--- src/rtl/simon_pkg.sv ---
// Shared SIMON definitions: engine states, default geometry, rotate helper and
// the z constant sequence consumed by the key expansion.
package simon_pkg;

    localparam int N_DEF = 16;
    localparam int M_DEF = 4;
    localparam int T_DEF = 32;
    localparam int C_DEF = 5;

    // z0 for SIMON32/64; bit j is the j-th element of the sequence.
    localparam logic [61:0] Z0 = 62'b01100111000011010100100010111110110011100001101010010001011111;

    typedef enum logic [1:0] {
        IDLE     = 2'd0,
        WAIT_KEY = 2'd1,
        ROUND    = 2'd2,
        DONE     = 2'd3
    } state_t;

    // Rotate the low w bits of v left by s; v must already fit in w bits.
    function automatic logic [63:0] rotl(input logic [63:0] v, input int w, input int s);
        logic [63:0] mask;
        mask = (w >= 64) ? '1 : ((64'd1 << w) - 64'd1);
        return ((v << s) | (v >> (w - s))) & mask;
    endfunction

endpackage

--- src/rtl/simon_round_fn.sv ---
// One SIMON Feistel round, combinational. dir = 0 encrypts, dir = 1 undoes
// an encrypt round with the same key.
module simon_round_fn
    import simon_pkg::*;
#(
    parameter int N = N_DEF
) (
    input  logic [N-1:0] x,
    input  logic [N-1:0] y,
    input  logic [N-1:0] key,
    input  logic         dir,
    output logic [N-1:0] x_next,
    output logic [N-1:0] y_next
);

    function automatic logic [N-1:0] f(input logic [N-1:0] v);
        logic [N-1:0] r1, r2, r8;
        r1 = N'(rotl(64'(v), N, 1));
        r2 = N'(rotl(64'(v), N, 2));
        r8 = N'(rotl(64'(v), N, 8));
        return (r1 & r8) ^ r2;
    endfunction

    always_comb begin
        x_next = y ^ f(x) ^ key;
        y_next = x;
        if (dir) begin
            x_next = y;
            y_next = x ^ f(y) ^ key;
        end
    end

endmodule

--- src/rtl/simon_round_engine.sv ---
// SIMON block engine: walks the round-key schedule via count and runs one
// round per clock, forward for encrypt and backward for decrypt.
module simon_round_engine
    import simon_pkg::*;
#(
    parameter int N = N_DEF,
    parameter int M = M_DEF,
    parameter int T = T_DEF,
    parameter int C = C_DEF
) (
    input  logic                clk,
    input  logic                nR,
    input  logic                start,
    input  logic                decrypt,
    input  logic [1:0][N-1:0]   din,
    input  logic                doneKey,
    input  logic [N-1:0]        rKey,
    input  logic                ack,
    output logic [C-1:0]        count,
    output logic                busy,
    output logic                dout_valid,
    output logic [1:0][N-1:0]   dout,
    output logic                abort
);

    if (((1 << C) < T) || (M < 2) || (M > 4)) begin : g_bad_cfg
        $error("simon_round_engine: count too narrow for T or unsupported M");
    end

    state_t       state, state_next;
    logic [N-1:0] x_q, y_q, x_n, y_n;
    logic         dir_q;
    logic [C-1:0] count_q;
    logic         last;

    assign last  = dir_q ? (count_q == '0) : (count_q == C'(T - 1));
    assign count = count_q;

    simon_round_fn #(.N(N)) u_round (
        .x      (x_q),
        .y      (y_q),
        .key    (rKey),
        .dir    (dir_q),
        .x_next (x_n),
        .y_next (y_n)
    );

    always_ff @(posedge clk) begin
        if (!nR) state <= IDLE;
        else     state <= state_next;
    end

    // A falling doneKey in ROUND is a rekey: drop the run without a round.
    always_comb begin
        state_next = state;
        case (state)
            IDLE:     if (start) state_next = doneKey ? ROUND : WAIT_KEY;
            WAIT_KEY: if (doneKey) state_next = ROUND;
            ROUND: begin
                if (!doneKey)  state_next = IDLE;
                else if (last) state_next = DONE;
            end
            DONE:     if (ack) state_next = IDLE;
            default:  state_next = IDLE;
        endcase
    end

    always_comb begin
        busy       = (state != IDLE);
        dout_valid = (state == DONE);
        abort      = (state == ROUND) && !doneKey;
        dout       = '0;
        if (state == DONE) begin
            dout[1] = x_q;
            dout[0] = y_q;
        end
    end

    always_ff @(posedge clk) begin
        if (!nR) begin
            x_q     <= '0;
            y_q     <= '0;
            dir_q   <= 1'b0;
            count_q <= '0;
        end else begin
            case (state)
                IDLE: begin
                    if (start) begin
                        x_q     <= din[1];
                        y_q     <= din[0];
                        dir_q   <= decrypt;
                        count_q <= decrypt ? C'(T - 1) : '0;
                    end
                end
                ROUND: begin
                    if (doneKey) begin
                        x_q <= x_n;
                        y_q <= y_n;
                        if (!last) count_q <= dir_q ? count_q - 1'b1 : count_q + 1'b1;
                    end
                end
                default: ;
            endcase
        end
    end

endmodule

--- config.mk ---
export PLATFORM = sky130hd
export DESIGN_NAME = simon_round_engine
export DESIGN_NICKNAME = d
export VERILOG_FILES = /design/src/rtl/simon_pkg.sv /design/src/rtl/simon_round_fn.sv /design/src/rtl/simon_round_engine.sv
export SDC_FILE = /design/constraint.sdc
export NUM_CORES = 1
export LEC_CHECK = 0
export BUFFER_PORTS_ARGS = -buffer_cell sky130_fd_sc_hd__buf_2
export CAP_MARGIN = 20
export CORE_ASPECT_RATIO = 1.2
export CORE_MARGIN = 2
export CORE_UTILIZATION = 45
export CTS_CLUSTER_SIZE = 14
export DETAILED_ROUTE_END_ITERATION = 7
export GPL_TIMING_DRIVEN = 0
export MAX_ROUTING_LAYER = met4
export PLACE_DENSITY = 0.83
export SYNTH_ARGS = -nofsm -noshare
export SYNTH_HDL_FRONTEND = slang
export SYNTH_SLANG_ARGS = --single-unit
export TNS_END_PERCENT = 10
--- constraint.sdc ---
create_clock -name clk -period 2 [get_ports clk]
set_clock_uncertainty 0.1 [all_clocks]
set_input_delay 0.5 -clock clk [delete_from_list [all_inputs] [get_ports clk]]
set_output_delay 0.5 -clock clk [all_outputs]
set_load 0.1 [all_outputs]
# == Word-level counts from Yosys, hierarchy flattened ==
# Cells that the tools add are included.
# totals
regBits,40
input_bits,54
elab_cells,64
# classes
add_sub_neg,2
eq_ne,10
mux,23
bitwise_logic,14
reduce_logical,10
# op_table
op,count
$mux 16,6
$xor 16x16->16,6
$pmux 16 s2,2
$and 16x16->16,2
$mux 32,1
$or 16x1->16,2
$or 16x2->16,2
$or 16x8->16,2
$mux 5,5
$mux 2,6
$ne 2x2->1 const B,5
$pmux 5 s2,1
$pmux 2 s4,1
$reduce_and 4->1,2
$add 5x1->5 const B,1
$eq 5x5->1 const B,1
$logic_not 5->1,1
$sub 5x1->5 const B,1
$eq 2x2->1 const B,2
$reduce_bool 2->1,2
$ne 3x3->1 const B,1
$reduce_and 3->1,1
$eq 2x1->1 const B,1
$logic_not 2->1,1
4 further kinds,4

# == Logic depth before layout (Yosys ltp) ==
# logic_depth
word_depth,8
mapped_depth,7
mapped_depth_nobuf,6

# == Hierarchy ==
# From an unflattened synthesis, not the netlist that was laid out.
# unflattened
hier_cells,455
hier_area_um2,3563.4
# modules_own_cells
module,instances,cells_each,area_each_um2,seq_area_each_um2
simon_round_engine,1,288,2185.8,800.8
simon_round_fn,1,167,1377.6,0.0

# == Worst setup path after synthesis ==
# No wires, ideal clock.
# synth_path
kind,reg-to-output
startpoint,register state[1]
endpoint,output port abort
t_arrival_ns,2.163
required_time_ns,1.400
slack_ns,-0.763
stages_incl_launch_ff,6
cell_sequence,dfxtp_1 clkbuf_2 nand2b_1 clkbuf_1 clkbuf_1 nor2_1
# synth_between
elab_chain_len,2
# synth_rtl
element,line,source
from (decl),simon_round_engine.sv:30,"state_t state, state_next;"
from (signal assigned),simon_round_engine.sv:50,else state <= state_next;
$eq 2x2->1,simon_round_engine.sv:71,abort = (state == ROUND) && !doneKey;
$logic_and 1x1->1,simon_round_engine.sv:71,
to (decl),simon_round_engine.sv:23,output logic abort
# No other way between the ends.

# == Final worst setup path ==
# layout_path
startpoint,register state[0]
endpoint,output port abort
# Same word-level chain as after synthesis.

==> run_results.csv <==
group,metric,value,unit
floorplan,start_util,46.9,%
grt,grt_max_degree,13,
status,violations,"negative setup slack",
place,pre_cts_slack,-0.555,ns
place,gp_congestion,0.957,
detailed_routing,first_iter_violations,643,
finish,fillers,519,
finish,drive_above_1_share,31.9,%
detailed_routing,first_pass_iters,5,
clock_network,cts_buffers,5,
synth,async_flop_share,0,%
synth,synth.net_count,479,
floorplan,ios,94,
power_and_ir_drop,ir_worst_vdd,0.364,mV
clock_network,clockBufferDepth,2,
synth,syn_area,3250,um^2
floorplan,die_h,97.1,um
worst_setup_path,critPathRequiredTime,1.40,ns
min_path,hp-class,"primary input to flip-flop",
timing,fin_ws,-0.0423,ns
synth,synthesis.instances,421,
synth,ys_types,37,
clock_network,cts_tree,"built",
synth,yosys-top-cells-area,"dfxtp_1 25%, xnor2_1 18%, nand2_1 9.9%, xor2_1 8.9%, o221ai_1 8.6%",
clock_network,cts.htree.levels,2,
detailed_routing,drc,0,
worst_setup_path,startpoint_type,"flip-flop",
clock_network,clk_latency,0.31,ns
floorplan,die-area,7930,um^2
power_and_ir_drop,p_leak,1.84,nW
clock_network,root_buffer,"clkbuf_8",
timing,tightestPinTransition,0.680,ns
synth,ys.flop_type,"dfxtp_1",
floorplan,die_x,81.6,um
power_and_ir_drop,finalPower,2.60,mW
timing,rsz0062_at_grt,"yes",
grt,overflow,0,
finish,regArea,816,um^2
grt,antenna_found_initial,0,
worst_setup_path,cp.arrival,1.44,ns
finish,diodes,0,
finish,fin_util,68.9,%
grt,grt_first_pass_wirelength,20200,um
worst_setup_path,crit_path_end_kind,"primary output",
finish,multiInputGateArea,2440,um^2
place,postPlaceCellArea,3870,um^2
worst_setup_path,crit_type,"flip-flop to primary output",
synth,synth.avg_cell_area,7.73,um^2
detailed_routing,vias,3865,
clock_network,path_clk_slew,0.08,ns
finish,areaGrowthSynthToFinish,46.9,%
place,place_hpwl,8230,um
grt,groute.usage.overall,34.3,%
power_and_ir_drop,pwr_density_cell,544,nW/um^2
timing,final_hold_viol_count,0,
timing,fmax,490,MHz
detailed_routing,vias_per_cell,6.31,
finish,final_cell_area,4780,um^2
synth,yosys.area.top_type,"dfxtp_1",
timing,post-route-period-util,102,%
floorplan,fp-row-count,33,
detailed_routing,routed_wirelength,13300,um
timing,relSlewSlack,54.7,%
synth,synth-seq-cells,40,
floorplan,coreArea,6940,um^2
timing,report.final.slew_viol_count,0,
place,port_buffers,92,
grt,grt_pass1_vias,3863,
job,maxCapViolCount,0,
detailed_routing,postRouteAntennaNets,0,
synth,yosysSeqAreaShare,24.6,%
detailed_routing,wl_per_cell,21.7,um
finish,final_nets,583,
timing,min_period,2.04,ns
clock_network,numClockSinks,40,
worst_setup_path,crit_path_max_fanout,10,
synth,synth_edf_count,0,
timing,setup_violations,2,
status,status,"finished with violations",
synth,synth_top_area_share,24.6,%
synth,yosysWarnings,0,
-- repair_timing --
action                     in CTS  in global routing
buffers inserted                2                  1
cloned                          2                  2
hold buffers                    0                  0
pin swaps                       3                  1
setup endpoints to repair      37                 66
resized for setup             179                 27
-- cells by family after synthesis --
logic type,after synthesis,synth area share (%)
buffers and inverters,37,4.65
xor gates and xnor gates,100,26.9
AOI/OAI and AO/OA,55,13.4
adders and majority gates,4,1.77
muxes,2,0.615
DFF,40,24.6
and+or+nand+nor,183,28.0
-- layer usage --
metal / routed length, um / vias up / global-route usage, %
li1: - / 1693 / -
met1: 4630 / 1764 / 40.4
met2: 6490 / 333 / 53.9
met3: 1490 / 75 / 6.78
met4: 705 / 0 / 18.6
met5: 0 / - / -
-- cell type report --
cell class	instances	area share (%)
buffer	33	5.34
tap	87	2.28
sequential	40	17.1
clock inverter	1	0.157
clock buffer	7	1.81
multi-input combinational	344	51.1
timing repair buffer	99	22.0
inverter	2	0.157
-- cells in the final DEF, fill, tap and decap left out, types with 4 or more instances in the layout --
cell type  Yosys  layout
clkbuf_16      0       4
o21ai_0        7       5
buf_12         0      32
nand2_1       86      86
xor2_1        33      33
buf_2          6      63
dfxtp_2        0       6
buf_8          0       6
nor2_1        20      19
o221ai_1      32      32
buf_4          1       6
clkbuf_1      26      16
and3_2         0       4
clkbuf_8       0       9
and3_4         0      25
dfxtp_1       40      32
xnor2_1       67      67
a21oi_1        4       4
nand4_1       33      33
-- critical path: stages, from the launching register on --
cell	delay [ns]
dfxtp_4	0.36
nand2b_2	0.26
clkbuf_8	0.22
nor2_4	0.11
buf_12	0.18
-- metrics by stage --
stage                     hold WS (ns)  TNS [ns]  cells
final                            0.304   -0.0450    613
after global routing             0.311    -0.171    613
after CTS                        0.314     -1.16    611
after detailed placement         0.442    -15.19    600
after global placement           0.442    -14.23    600
after floorplan                  0.462     -1.49    421
-- worst paths after layout --
path                               start  endpoint  slack (ns)  depth (start not counted)
worst max-delay path            state[0]     abort       -0.04                          4
worst min-delay path                 ack  state[1]        0.30                          2
worst max register to register     dir_q   x_q[10]        0.05                          5
worst min register to register  count[0]  count[0]        0.45                          2
-- report_power, final --
part	total [mW]	internal, mW	leakage [nW]	switching [mW]
sequential	1.04	0.869	0.333	0.174
clock	0.596	0.281	0.0445	0.315
combinational	0.959	0.408	1.46	0.551
total	2.60	1.56	1.84	1.04
-- state kept, by name (all words and copies together) (netlist names) --
register,flops
x_q,16
y_q,16
count,5
state,2
dir_q,1
-- cell usage after synthesis, types with 3 or more instances --
cell type	instances
nand4_1	33
clkbuf_1	26
ha_1	3
nor2_1	20
o21ai_0	7
a31oi_1	3
xor2_1	33
a21oi_1	4
a21o_1	3
xnor2_1	67
buf_2	6
o221ai_1	32
and3_1	32
nand2_1	86
dfxtp_1	40
Note: power is estimated with default switching activity, not from simulation.
